<file path="config.mk">
export PLATFORM = sky130hd
export DESIGN_NAME = screens_sequencer
export DESIGN_NICKNAME = d
export VERILOG_FILES = /design/src/rtl/screens_sequencer.sv
export SDC_FILE = /design/constraint.sdc
export NUM_CORES = 1
export LEC_CHECK = 0
export CORE_MARGIN = 5
export CORE_UTILIZATION = 55
export CTS_BUF_LIST = sky130_fd_sc_hd__clkbuf_2 sky130_fd_sc_hd__clkbuf_4 sky130_fd_sc_hd__clkbuf_8
export CTS_CLUSTER_SIZE = 25
export DETAILED_ROUTE_END_ITERATION = 12
export GPL_TIMING_DRIVEN = 0
export PLACE_DENSITY = 0.82
export SETUP_SLACK_MARGIN = 0.1
export SYNTH_ARGS = -nofsm -noshare
export SYNTH_HDL_FRONTEND = slang
export SYNTH_SLANG_ARGS = --single-unit
</file>
<file path="constraint.sdc">
create_clock -name clk -period 2.1 [get_ports clk]
set_input_delay 0.21 -clock clk [delete_from_list [all_inputs] [get_ports clk]]
set_output_delay 0.21 -clock clk [all_outputs]
set_load 0.01 [all_outputs]
</file>
<file path="src/rtl/screens_sequencer.sv">
// ---------------------------------------------------------------------------
// screens_sequencer
// Game screen sequencer: title -> play -> winner screen -> title.
// Screens are timed in video frames (startOfFrame pulses). A one-cycle
// game_reset pulse re-initialises the game objects on every new game, and
// a saturating win counter is kept per player.
//
// Ports
//   clk, reset      system clock, synchronous active-high reset
//   startOfFrame    one-cycle pulse per video frame
//   start_key       start/enter key level (already synchronised)
//   green_win       green player won (level or pulse)
//   yellow_win      yellow player won (level or pulse)
//   initial_screen  title screen select        (registered)
//   green_screen    green-wins screen select   (registered)
//   yellow_screen   yellow-wins screen select  (registered)
//   game_active     high while playing         (registered)
//   game_reset      one-cycle pulse on entry to play (registered)
//   green_wins      green win count, saturates at 15
//   yellow_wins     yellow win count, saturates at 15
// ---------------------------------------------------------------------------
module screens_sequencer #(
  parameter int unsigned MIN_INIT_FRAMES = 30,
  parameter int unsigned WIN_HOLD_FRAMES = 180,
  parameter int unsigned CNT_W           = 8
) (
  input  logic       clk,
  input  logic       reset,
  input  logic       startOfFrame,
  input  logic       start_key,
  input  logic       green_win,
  input  logic       yellow_win,
  output logic       initial_screen,
  output logic       green_screen,
  output logic       yellow_screen,
  output logic       game_active,
  output logic       game_reset,
  output logic [3:0] green_wins,
  output logic [3:0] yellow_wins
);

  localparam int unsigned WINS_W = 4;
  localparam logic [CNT_W-1:0]  INIT_LIMIT = CNT_W'(MIN_INIT_FRAMES);
  localparam logic [CNT_W-1:0]  HOLD_LAST  = CNT_W'(WIN_HOLD_FRAMES - 1);
  localparam logic [WINS_W-1:0] WINS_MAX   = '1;

  typedef enum logic [1:0] {
    S_INIT   = 2'd0,
    S_PLAY   = 2'd1,
    S_GREEN  = 2'd2,
    S_YELLOW = 2'd3
  } state_t;

  state_t           state;
  logic [CNT_W-1:0] frame_cnt;
  logic             key_d;
  logic             key_edge;
  logic             init_ready;
  logic             hold_done;
  logic             skip_ok;

  // Rising edge of the start key; key_d resets high so a held key is not an edge.
  always_comb begin
    key_edge   = start_key & ~key_d;
    init_ready = (frame_cnt == INIT_LIMIT);
    hold_done  = startOfFrame & (frame_cnt == HOLD_LAST);
    skip_ok    = key_edge & (frame_cnt >= INIT_LIMIT);
  end

  // Sequencer: state, frame timer, registered screen flags and win counters.
  always_ff @(posedge clk) begin
    if (reset) begin
      state          <= S_INIT;
      frame_cnt      <= '0;
      key_d          <= 1'b1;
      initial_screen <= 1'b1;
      green_screen   <= 1'b0;
      yellow_screen  <= 1'b0;
      game_active    <= 1'b0;
      game_reset     <= 1'b0;
      green_wins     <= '0;
      yellow_wins    <= '0;
    end else begin
      key_d      <= start_key;
      game_reset <= 1'b0;
      case (state)
        S_INIT: begin
          // Key edges before the title has shown long enough are dropped.
          if (init_ready && key_edge) begin
            state          <= S_PLAY;
            frame_cnt      <= '0;
            initial_screen <= 1'b0;
            game_active    <= 1'b1;
            game_reset     <= 1'b1;
          end else if (startOfFrame && (frame_cnt < INIT_LIMIT)) begin
            frame_cnt <= frame_cnt + CNT_W'(1);
          end
        end
        S_PLAY: begin
          // Green wins a same-cycle tie.
          if (green_win) begin
            state        <= S_GREEN;
            frame_cnt    <= '0;
            green_screen <= 1'b1;
            game_active  <= 1'b0;
            if (green_wins != WINS_MAX) green_wins <= green_wins + WINS_W'(1);
          end else if (yellow_win) begin
            state         <= S_YELLOW;
            frame_cnt     <= '0;
            yellow_screen <= 1'b1;
            game_active   <= 1'b0;
            if (yellow_wins != WINS_MAX) yellow_wins <= yellow_wins + WINS_W'(1);
          end
        end
        S_GREEN, S_YELLOW: begin
          // Auto-return on the last hold frame, or early skip by key.
          if (hold_done || skip_ok) begin
            state          <= S_INIT;
            frame_cnt      <= '0;
            initial_screen <= 1'b1;
            green_screen   <= 1'b0;
            yellow_screen  <= 1'b0;
          end else if (startOfFrame && (frame_cnt < HOLD_LAST)) begin
            frame_cnt <= frame_cnt + CNT_W'(1);
          end
        end
        default: begin
          state          <= S_INIT;
          frame_cnt      <= '0;
          initial_screen <= 1'b1;
          green_screen   <= 1'b0;
          yellow_screen  <= 1'b0;
          game_active    <= 1'b0;
        end
      endcase
    end
  end

endmodule

</file>
Word level (Yosys, flattened, before mapping)
Cells that the tools add are included.
{"block": "op_classes", "addsub": 3, "magnitude_cmp": 3, "eq_ne": 15, "n_mux": 26, "bitwise_logic": 6, "reduce_logical": 18}
{"operator": "$mux W8", "n": 6}
{"operator": "$pmux W8 S3", "n": 1}
{"operator": "$reduce_and A3 Y1", "n": 6}
{"operator": "$mux W1", "n": 10}
{"operator": "$ne A2 B2 Y1 const B", "n": 5}
{"operator": "$ne A3 B3 Y1 const B", "n": 3}
{"operator": "$add A4 B1 Y4 const B", "n": 2}
{"operator": "$add A8 B1 Y8 const B", "n": 1}
{"operator": "$eq A8 B5 Y1 const B", "n": 1}
{"operator": "$eq A8 B8 Y1 const B", "n": 1}
{"operator": "$ge A8 B5 Y1 const B", "n": 1}
{"operator": "$lt A8 B5 Y1 const B", "n": 1}
{"operator": "$lt A8 B8 Y1 const B", "n": 1}
{"operator": "$mux W2", "n": 4}
{"operator": "$ne A4 B4 Y1 const B", "n": 2}
{"operator": "$pmux W1 S2", "n": 4}
{"operator": "$reduce_and A4 Y1", "n": 2}
{"operator": "$pmux W2 S3", "n": 1}
{"operator": "$reduce_bool A2 Y1", "n": 3}
{"operator": "$eq A2 B2 Y1 const B", "n": 2}
{"operator": "$reduce_or A2 Y1", "n": 2}
{"operator": "$and A1 B1 Y1", "n": 3}
{"operator": "$logic_and A1 B1 Y1", "n": 3}
{"operator": "$not A1 Y1", "n": 3}
{"operator": "3 further kinds", "n": 3}
{"block": "word_totals", "ff_bits": 24, "inputBits": 6, "out_inout_bits": 13, "word_cells": 81}

Longest topological paths before layout
Gate-level depths: netlist (run 1).
{"block": "logic_depth", "word_depth": 6, "ltp_mapped": 7}

Least setup slack after synthesis (run 1)
Ideal clock, no wire load.
{"block": "synth_path", "kind": "flip-flop to flip-flop", "from": "reg frame_cnt[0]", "to": "reg frame_cnt[3]", "setup_ns": 0.092, "arrival_ns": 1.629, "t_required_ns": 2.008, "path_slack_ns": 0.379, "stages_incl_launch_ff": 7, "n_path_buf": 0, "path_cell_list": "dfxtp_1 ha_1 nor3_1 o311ai_2 o31ai_1 nand3_2 o32ai_1"}
{"block": "synth_between", "elab_chain_len": 5}
{"element": "start, declared", "line": "55", "source": "logic [CNT_W-1:0] frame_cnt;"}
{"element": "start signal, assigned", "line": "96", "source": "frame_cnt <= frame_cnt + CNT_W'(1);"}
{"element": "start signal, assigned", "line": "124", "source": "frame_cnt <= frame_cnt + CNT_W'(1);"}
{"element": "$ge A8 B5 Y1 or $eq A8 B8 Y1 (tied branches)", "line": "67, 66"}
{"element": "$and A1 B1 Y1 (on tied branches)", "line": "67, 66"}
{"element": "$logic_or A1 B1 Y1", "line": "117", "source": "if (hold_done || skip_ok) begin"}
{"element": "$ne A3 B3 Y1 (no line) or $mux W8 (tied branches)"}
{"element": "$reduce_and A3 Y1 (no line) or $pmux W8 S3 (tied branches)"}
Parallel ways exist; a longest one is shown, timed or not. The select of a mux whose other input is x is not followed.
A chain may end at the register's enable or synchronous reset.

Final worst setup path (run 1)
{"block": "layout_path", "from": "reg frame_cnt[3]", "to": "reg frame_cnt[4]"}
The elaborated chain is that of the path after synthesis.

==> key figures, run 1 <==
Drt
  • Total number of vias: 1234
  • DRC Markers: 0
  • DRT iter0 DRCs: 48
  • Final wirelength: 3110 microns
  • Final ANT Viol Nets: 0
  • Drt wl/cell: 15.3 microns
  • Routed vias/inst: 6.05
  • TritonRoute pass-1 iters: 4

Timing
  • RSZ-0062 raised after global routing: yes
  • TNS Setup: 0 ns
  • Worst setup margin: 0.182 ns
  • # setup viols final: 0
  • Slew @ Worst Pin: 0.448 ns
  • Max-slew violations: 0
  • Final Hold Fails: 0
  • Final Cycle Share: 91.3%
  • Worst Skew: 0.00376 ns
  • Slew HR: 70.1%
  • Max Clock Freq: 521 MHz
  • Post-layout min period: 1.92 ns

Synth
  • Area leader, netlist: dfxtp_1
  • EDFF count, synth: 0
  • Avg Inst Size Synth: 8.73 sq um
  • Top cells by area, synth: dfxtp_1 37%, nand2_1 4.3%, nor2_1 4.0%
  • Syn Inst Count: 150
  • Async S/R FF share, synth: 0%
  • Net Count, Synth: 160
  • Top cell type's share of synthesized area: 36.7%
  • Sequential share of the synthesized area: 36.7%
  • Top FF cell, synth: dfxtp_1
  • Post-synthesis cell type count: 47
  • Mapped cell area: 1310 sq um
  • #FFs+latches synth: 24
  • Syn. warnings: 0

Flow run
  • Max-cap violation count: 0

Clock network
  • Clock sinks: 24
  • CTS tree: yes
  • Clk Latency, worst-skew pair: 0.32 ns
  • Clock tree root buffer cell: clkbuf_4
  • Num CTS Buffers: 3
  • Longest Clk Path Bufs: 2
  • Clock H-tree levels: 1
  • Clock-pin slew on the worst setup and hold paths: 0.14 ns
  • Cts hold-fix bufs: 0

Place
  • Port Buffers: 17
  • Detailed Place HPWL: 2150 microns
  • Final estimated routing congestion in global placement: 0.897
  • Area of placed instances: 1510 sq um
  • Pre-CTS WS: -0.0568 ns

Layout
  • # fillers: 173
  • Most common cell after layout, fill and taps aside: dfxtp_1
  • Final nets: 187
  • Finished Core Util: 75.7%
  • Inserted Diodes: 0
  • Final instance area: 1690 sq um
  • Commonest cells after routing, fill and taps aside: 22 x dfxtp_1, 17 x clkdlybuf4s50_1, 15 x nand2_1
  • Layout cell share with drive strength beyond 1: 21.0%
  • Area Overhead vs Synth: 29.3%

Floorplanning
  • Core Area: 2230 sq um
  • Top Ports: 19
  • Row count: 17
  • Die area: 3460 sq um
  • Die Y-Extent: 58.8 microns
  • Starting density of the core: 58.6%
  • Die Width: 58.8 microns

Global routing
  • GRT Util Overall: 18.2%
  • Grt ovf: 0
  • Number of antenna violations at the first check in global routing: 0
  • Vias in the first global route: 1139
  • First-pass GRT wire length: 4950 microns
  • Largest net degree at the start of global routing: 15

Worst hold path
  • Hold path depth: 2
  • Worst min-delay path category: in -> reg
  • Start point of the worst hold path: reset
  • Hold Crit Endpoint: green_wins[3]

Setup path
  • Crit path launch type: flip-flop
  • CP Max Fanout: 7
  • WP data required: 2.32 ns
  • Reg-to-Reg Start: frame_cnt[3]
  • Crit path DAT: 2.14 ns
  • Reg2reg setup slack: 0.18 ns
  • Crit path kind: reg -> reg
  • Worst r2r dst: frame_cnt[4]
  • R2R depth: 5
  • Crit. End Element: flip-flop

Power and ir drop
  • Max IR drop VDD: 0.441 mV
  • Power per cell area: 518 nW/um^2
  • Static power due to leakage: 0.552 nW

Run status
  • Status: completed
==> where the power goes <==
group,internal [W],switching (W),leakage [nW]
Clock,0.000193,0.000149,0.0279
Sequential,0.000462,0.00000654,0.195
Combinational,0.0000295,0.0000375,0.328
==> Yosys cell counts, drive strengths merged (2+ instances only) <==
cell type  number
nand3           7
o211ai          2
clkbuf          5
nor3            5
o21ai           8
or3             3
o32ai           5
nand2          15
inv             5
xor2            3
o31ai           4
nand4           4
mux2i           2
a211oi          6
nor2           14
or2             7
ha              4
buf             2
a21oi           6
dfxtp          24
==> area by class of cell <==
cell class              instances  area, sq um  area share, %
plain buffers                   7         35.0           2.07
clock buffers                   3         22.5           1.33
clock inverters                 1         30.0           1.78
inverters                       5         18.8           1.11
multi-input cells             114          842           49.8
flip-flops and latches         24          488           28.8
well taps                      28         35.0           2.07
repair buffers                 22          220           13.0
==> per-layer routing <==
layer  global-route usage [%]  share of wire, %  vias up  wire length (microns)
met1                     23.2                43      585                   1350
met3                     3.29               5.4        4                    168
met2                     30.6                50       37                   1560
met4                     6.47              0.96        0                     30
li1                         -                 -      608                      -
met5                        0                 0        -                      0
==> cell families (layout without fill, tap and decap cells) <==
family	count (synthesis)	count (layout)	share of synthesized area, %
and+or+nand+nor	63	63	26.4
adders and majority gates	4	4	3.82
muxes	3	3	2.39
xor gates and xnor gates	4	4	2.68
buffers and inverters	12	38	4.11
DFF	24	24	36.7
AOI/OAI and AO/OA	40	40	23.9
==> sequential cells by signal (all words and copies together) (netlist names) <==
register,count
state,2
initial_screen,1
yellow_wins,4
green_screen,1
frame_cnt,8
game_reset,1
key_d,1
green_wins,4
yellow_screen,1
game_active,1
==> through the flow <==
step                      total power [W]  hold slack (ns)  cells
final                            0.000877            0.242    204
after detailed placement         0.000535            0.477    195
after CTS                        0.000874            0.247    199
after floorplan                  0.000511            0.317    150
after global routing             0.000914            0.280    204
after global placement           0.000533            0.445    195
==> critical path, cell delays in order (launching register included) <==
cell and delay, ns:
dfxtp_1 0.52, nand3_2 0.26, o31ai_2 0.49, o21ai_4 0.17, a211oi_1 0.26, o32ai_1 0.11
==> worst max-delay path by stage <==
stage	from	end	cells past startpoint
after global routing	state[0]	green_wins[3]	6
final	frame_cnt[3]	frame_cnt[4]	5
after global placement	start_key	frame_cnt[3]	6
after CTS	frame_cnt[1]	frame_cnt[7]	6
after detailed placement	start_key	frame_cnt[3]	6
after floorplan	frame_cnt[0]	frame_cnt[3]	6
==> what timing repair did <==
item                                    in CTS  in global routing
hold endpoints to repair                     0                  0
pin swaps                                    0                  3
setup buffers                                0                  5
resized for setup                            2                 13
endpoints found under the setup margin       3                  8
Note: power is estimated with default switching activity, not from simulation.
==> run 2: changes to the inputs <==
- GPL_TIMING_DRIVEN: 0 -> default
==> run 2 against run 1 <==
Compared with the run above:
- first-iteration DRC count fell by 21%
- via count fell by 2.5%
- clock skew up 0.0016 ns
- hold slack gained 0.23 ns
- total power decreased by 0.16%
- sequential share of layout area is 0.39 points higher
- critical path depth rose by 3
- die area is the same
- flip-flop and latch count unchanged
- count of clock-buffer cells in the layout stayed put
- utilization fell by 2.0 points
- largest power group unchanged
==> key figures, run 2 (synthesis results as in run 1) <==
Power and ir drop
  • Max IR drop VDD: 0.418 mV (was 0.441 mV)
  • Static power due to leakage: 0.552 nW (about the same)
  • Total power: 0.000875 W (was 0.000877 W)
  • Power per cell area: 531 nW/um^2 (was 518 nW/um^2)

Setup path
  • Reg2reg setup slack: 0.13 ns (was 0.18 ns)
  • R2R depth: 8 (was 5)
  • Critical path, cell by cell: ha_2 > nand4b_1 > o32ai_4 > buf_4 > o31ai_2 > buf_4 > nand4_1 > o22ai_1 (was nand3_2 > o31ai_2 > o21ai_4 > a211oi_1 > o32ai_1)
  • Crit path kind: reg -> reg (unchanged)
  • Crit path launch type: flip-flop (unchanged)
  • Worst r2r dst: frame_cnt[5] (was frame_cnt[4])
  • Max incr delay on CP: 0.44 ns (was 0.52 ns)
  • Reg-to-Reg Start: frame_cnt[1] (was frame_cnt[3])
  • WP data required: 2.32 ns (about the same)
  • WP buf/inv: 2 (was 0)
  • Crit path capture: frame_cnt[5] (was frame_cnt[4])
  • CP Max Fanout: 7 (unchanged)
  • Crit. End Element: flip-flop (unchanged)
  • WP depth: 8 (was 5)
  • Critical path's slowest cell: o32ai_4 (was dfxtp_1)
  • Crit path DAT: 2.18 ns (was 2.14 ns)
  • Critical Path Most Common Cell: buf_4
  • CP top delay family: compound AO/OA/AOI/OAI gates (unchanged)
  • Worst setup path startpoint: frame_cnt[1] (was frame_cnt[3])

Layout
  • Final nets: 187 (unchanged)
  • Most common cell after layout, fill and taps aside: dfxtp_1 (unchanged)
  • Top Registers: frame_cnt (8), green_wins (4), yellow_wins (4) (unchanged)
  • Commonest cells after routing, fill and taps aside: 23 x dfxtp_1, 18 x clkdlybuf4s50_1, 15 x nand2_1 (was 22 x dfxtp_1, 17 x clkdlybuf4s50_1, 15 x nand2_1)
  • Max FFs per register: 8 (unchanged)
  • Layout cell share with drive strength beyond 1: 21.6% (was 21.0%)
  • Inserted Diodes: 0 (unchanged)
  • Final instance area: 1650 sq um (was 1690 sq um)
  • Area Overhead vs Synth: 25.9% (was 29.3%)
  • Final Non-Filler Cells: 204 (unchanged)
  • Reg with most FFs: frame_cnt (unchanged)

Place
  • Placed instance count: 195 (unchanged)
  • Detailed Place HPWL: 2250 microns (was 2150 microns)
  • Port Buffers: 18 (was 17)
  • Area of placed instances: 1530 sq um (was 1510 sq um)
  • Final estimated routing congestion in global placement: 0.881 (was 0.897)

Timing
  • Worst Skew: 0.00531 ns (was 0.00376 ns)
  • Slew @ Worst Pin: 0.376 ns (was 0.448 ns)
  • Min Hold Slack: 0.472 ns (was 0.242 ns)
  • Final Cycle Share: 93.6% (was 91.3%)
  • RSZ-0062 raised after global routing: yes (unchanged)
  • Max-slew violations: 0 (unchanged)
  • Post-layout min period: 1.97 ns (was 1.92 ns)
  • TNS Setup: 0 ns (unchanged)
  • Max Clock Freq: 509 MHz (was 521 MHz)
  • Slew HR: 74.6% (was 70.1%)
  • # setup viols final: 0 (unchanged)
  • Final Hold Fails: 0 (unchanged)

Drt
  • Final ANT Viol Nets: 0 (unchanged)
  • Total number of vias: 1203 (was 1234)
  • DRT iter0 DRCs: 38 (was 48)
  • Drt wl/cell: 14.9 microns (was 15.3 microns)
  • Routed vias/inst: 5.90 (was 6.05)
  • Final wirelength: 3030 microns (was 3110 microns)
  • TritonRoute pass-1 iters: 4 (unchanged)
  • DRC Markers: 0 (unchanged)

Global routing
  • First-pass GRT wire length: 4950 microns (unchanged)
  • Number of antenna violations at the first check in global routing: 0 (unchanged)
  • Vias in the first global route: 1094 (was 1139)
  • GRT Util Overall: 18.0% (was 18.2%)
  • Grt ovf: 0 (unchanged)
  • Largest net degree at the start of global routing: 17 (was 15)

Clock network
  • Clock-pin slew on the worst setup and hold paths: 0.14 ns (about the same)
  • Longest Clk Path Bufs: 2 (unchanged)
  • Clock sinks: 24 (unchanged)
  • CTS tree: yes (unchanged)
  • Clock H-tree levels: 1 (unchanged)
  • Clock tree root buffer cell: clkbuf_4 (unchanged)
  • Clk Latency, worst-skew pair: 0.32 ns (about the same)
  • Cts hold-fix bufs: 0 (unchanged)
  • Num CTS Buffers: 3 (unchanged)

Flow run
  • Max-cap violation count: 0 (unchanged)

Worst hold path
  • Worst min-delay path category: reg -> reg (was in -> reg)

Floorplanning
  • Starting density of the core: 58.6% (unchanged)
  • Row count: 17 (unchanged)
  • Core Area: 2230 sq um (unchanged)
  • Die area: 3460 sq um (unchanged)
  • Die Y-Extent: 58.8 microns (unchanged)
  • Top Ports: 19 (unchanged)
  • Die Width: 58.8 microns (unchanged)

Run status
  • Status: completed (unchanged)
run 2: per-layer routing:
| layer | GRT usage (%) | vias up | routed length [microns] |
|---|---|---|---|
| li1 | - | 602 | - |
| met1 | 23.6 | 566 | 1340 |
| met2 | 30.6 | 31 | 1510 |
| met3 | 3.07 | 4 | 158 |
| met4 | 3.88 | 0 | 19 |
| met5 | 0 | - | 0 |
run 2: worst min-delay path by stage:
stage	startpoint	endpoint	slack [ns]	depth (start not counted)
global route	green_screen	green_screen	0.50	2
finish	green_screen	green_screen	0.47	2
detailed placement	green_screen	green_screen	0.45	2
CTS	green_screen	green_screen	0.47	2
floorplan	start_key	key_d	0.32	1
global placement	green_screen	green_screen	0.44	2
run 2: timing repair:
| item | CTS | global route |
|---|---|---|
| buffers inserted | 0 | 5 |
| endpoints found under the setup margin | 3 | 6 |
| gates resized for setup | 2 | 4 |
| pin swaps | 0 | 3 |
run 2: worst reg2reg max path, stage by stage (launching register included):
cell	delay, ns
dfxtp_2	0.42
ha_2	0.24
nand4b_1	0.15
o32ai_4	0.44
buf_4	0.20
o31ai_2	0.09
buf_4	0.16
nand4_1	0.09
o22ai_1	0.08
run 2: power by group:
group,leakage (nW),internal (W),switching (W)
registers,0.194,0.000462,0.00000674
clock network,0.0279,0.000193,0.000145
logic,0.329,0.0000333,0.0000351
run 2: cell type report:
| cell class | count | area, sq um |
|---|---|---|
| clock buffer | 3 | 22.5 |
| clock inverter | 1 | 30.0 |
| fill | 168 | 586 |
| inverter | 5 | 18.8 |
| multi-input combinational | 114 | 797 |
| sequential | 24 | 482 |
| tap | 28 | 35.0 |
| timing repair buffer | 29 | 263 |
run 2: stage by stage:
stage / utilization, % / worst slack (ns)
after floorplan: - / 0.379
after global placement: 68.7 / 0.0700
after detailed placement: 68.7 / 0.0562
after CTS: 71.4 / 0.104
after global routing: 73.8 / 0.0479
final: 73.8 / 0.135
==> run 3: changes to the inputs <==
- CORE_MARGIN: 5 -> 1.5
==> run 3 against run 2 <==
Compared with the run above:
- count of clock-buffer cells in the layout unchanged
- register-to-register slack worse by 0.07 ns
- global-route usage rose by 5.8 points
- routed wire length rose by 5.0%
- first-iteration DRC count is 11% higher
- clock skew shrank 0.0044 ns
- final area grew 0.61%
- fmax shrank 3.5%
- critical path type unchanged
- critical endpoint is now frame_cnt[2]
- highest routed layer unchanged
==> key figures, run 3 (synthesis results as in run 1) <==
Setup path
  • Critical path, cell by cell: or3_4 > o31ai_1 > o21ai_2 > a211oi_1 > o32ai_1 (was ha_2 > nand4b_1 > o32ai_4 > buf_4 > o31ai_2 > buf_4 > nand4_1 > o22ai_1)
  • Critical path's slowest cell: o31ai_1 (was o32ai_4)
  • Crit path kind: reg -> reg (unchanged)
  • WP data required: 2.32 ns (about the same)
  • Crit path DAT: 2.26 ns (was 2.18 ns)
  • CP Max Fanout: 6 (was 7)
  • Reg2reg setup slack: 0.06 ns (was 0.13 ns)
  • Max incr delay on CP: 0.45 ns (was 0.44 ns)
  • Crit. End Element: flip-flop (unchanged)
  • R2R depth: 5 (was 8)
  • Crit path launch type: flip-flop (unchanged)

Drt
  • Metal2 WL: 1490 microns (was 1510 microns)
  • Top Layer Used: met4 (unchanged)
  • DRT iter0 DRCs: 42 (was 38)
  • TritonRoute pass-1 iters: 4 (unchanged)
  • Final ANT Viol Nets: 0 (unchanged)
  • Met3 wire length: 168 microns (was 158 microns)
  • Total number of vias: 1257 (was 1203)
  • Routed length on met1: 1450 microns (was 1340 microns)
  • Drt wl/cell: 15.5 microns (was 14.9 microns)
  • Final wirelength: 3180 microns (was 3030 microns)
  • Routed vias/inst: 6.10 (was 5.90)
  • DRC Markers: 0 (unchanged)

Layout
  • Layout cell share with drive strength beyond 1: 21.9% (was 21.6%)
  • Most common cell after layout, fill and taps aside: dfxtp_1 (unchanged)
  • Final instance area: 1660 sq um (was 1650 sq um)
  • Commonest cells after routing, fill and taps aside: 23 x dfxtp_1, 18 x clkdlybuf4s50_1, 15 x nand2_1 (unchanged)
  • Max FFs per register: 8 (unchanged)
  • Register area: 482 sq um (unchanged)
  • Final nets: 189 (was 187)
  • Top Registers: frame_cnt (8), green_wins (4), yellow_wins (4) (unchanged)
  • Inserted Diodes: 0 (unchanged)
  • Reg with most FFs: frame_cnt (unchanged)
  • Multi-input gate area: 792 sq um (was 797 sq um)
  • Area Overhead vs Synth: 26.7% (was 25.9%)
  • # fillers: 173 (was 168)

Clock network
  • Clock sinks: 24 (unchanged)
  • Longest Clk Path Bufs: 2 (unchanged)
  • Clock H-tree levels: 1 (unchanged)
  • Clock-pin slew on the worst setup and hold paths: 0.14 ns (about the same)
  • Clk Latency, worst-skew pair: 0.32 ns (about the same)
  • Num CTS Buffers: 3 (unchanged)
  • Clock tree root buffer cell: clkbuf_4 (unchanged)
  • CTS tree: yes (unchanged)
  • Cts hold-fix bufs: 0 (unchanged)

Timing
  • Slew @ Worst Pin: 0.510 ns (was 0.376 ns)
  • Max-slew violations: 0 (unchanged)
  • Min Hold Slack: 0.470 ns (was 0.472 ns)
  • Worst Skew: 0.000866 ns (was 0.00531 ns)
  • Final Hold Fails: 0 (unchanged)
  • RSZ-0062 raised after global routing: yes (unchanged)
  • Final Cycle Share: 97.0% (was 93.6%)
  • Post-layout min period: 2.04 ns (was 1.97 ns)
  • Slew HR: 65.7% (was 74.6%)
  • # setup viols final: 0 (unchanged)
  • Max Clock Freq: 491 MHz (was 509 MHz)

Power and ir drop
  • Power per cell area: 533 nW/um^2 (was 531 nW/um^2)
  • Static power due to leakage: 0.562 nW (was 0.552 nW)
  • Max IR drop VDD: 0.484 mV (was 0.418 mV)

Place
  • Port Buffers: 18 (unchanged)
  • Final estimated routing congestion in global placement: 0.876 (was 0.881)
  • Detailed Place HPWL: 2060 microns (was 2250 microns)
  • Area of placed instances: 1540 sq um (was 1530 sq um)

Worst hold path
  • Hold path depth: 2 (unchanged)
  • Worst min-delay path category: reg -> reg (unchanged)

Floorplanning
  • Top Ports: 19 (unchanged)
  • Row count: 17 (unchanged)
  • Die area: 2680 sq um (was 3460 sq um)
  • Core Area: 2230 sq um (unchanged)
  • Starting density of the core: 58.6% (unchanged)
  • Die Width: 51.8 microns (was 58.8 microns)
  • Die Y-Extent: 51.8 microns (was 58.8 microns)

Global routing
  • Largest net degree at the start of global routing: 17 (unchanged)
  • Vias in the first global route: 1059 (was 1094)
  • GRT Util Overall: 23.7% (was 18.0%)
  • Grt ovf: 0 (unchanged)
  • First-pass GRT wire length: 4790 microns (was 4950 microns)
  • Number of antenna violations at the first check in global routing: 0 (unchanged)

Run status
  • Status: completed (unchanged)

Flow run
  • Max-cap violation count: 0 (unchanged)
-- run 3: layer usage --
metal | GRT usage [%] | up-vias
met1 | 32.5 | 592
met3 | 3.45 | 10
met2 | 37.6 | 44
li1 | - | 611
met4 | 9.21 | 0
met5 | 0 | -
-- run 3: worst paths after layout --
| check | endpoint | from |
|---|---|---|
| setup / recovery | frame_cnt[2] | frame_cnt[7] |
| hold / removal | green_screen | green_screen |
| setup reg to reg | frame_cnt[2] | frame_cnt[7] |
| hold reg to reg | green_screen | green_screen |
-- run 3: timing repair --
action                                  CTS  global route
gates resized for setup                   0             5
endpoints found under the setup margin    0             7
buffers inserted                          0             6
-- run 3: power breakdown --
part | internal, W | total (W) | leakage [nW] | switching [W]
sequential | 0.000462 | 0.000468 | 0.194 | 0.00000542
combinational | 0.0000347 | 0.0000723 | 0.339 | 0.0000376
clock | 0.000193 | 0.000344 | 0.0279 | 0.000150
total | 0.000690 | 0.000883 | 0.562 | 0.000193
-- run 3: cell type report --
class | instances | share of cell area (%)
Clock buffer | 3 | 1.36
Clock inverter | 1 | 1.81
Inverter | 5 | 1.13
Multi-Input combinational cell | 114 | 47.8
Sequential cell | 24 | 29.1
Tap cell | 28 | 2.11
Timing Repair Buffer | 31 | 16.8
-- run 3: critical path, delay by kind of cell (launching register included) --
kind / cells / cell delay, ns
compound gates: 4 / 1.09
simple gates: 1 / 0.44
flops: 1 / 0.40
-- run 3: per-stage QoR --
step	setup TNS [ns]	utilization (%)	instances	setup WS (ns)	power [W]
finish	0	74.2	206	0.0634	0.000883
global route	-0.0361	74.2	206	-0.0325	0.000917
CTS	0	71.4	200	0.154	0.000880
detailed placement	0	69.0	196	0.0538	0.000543
global placement	0	69.0	196	0.0623	0.000541
floorplan	0	-	150	0.379	0.000511
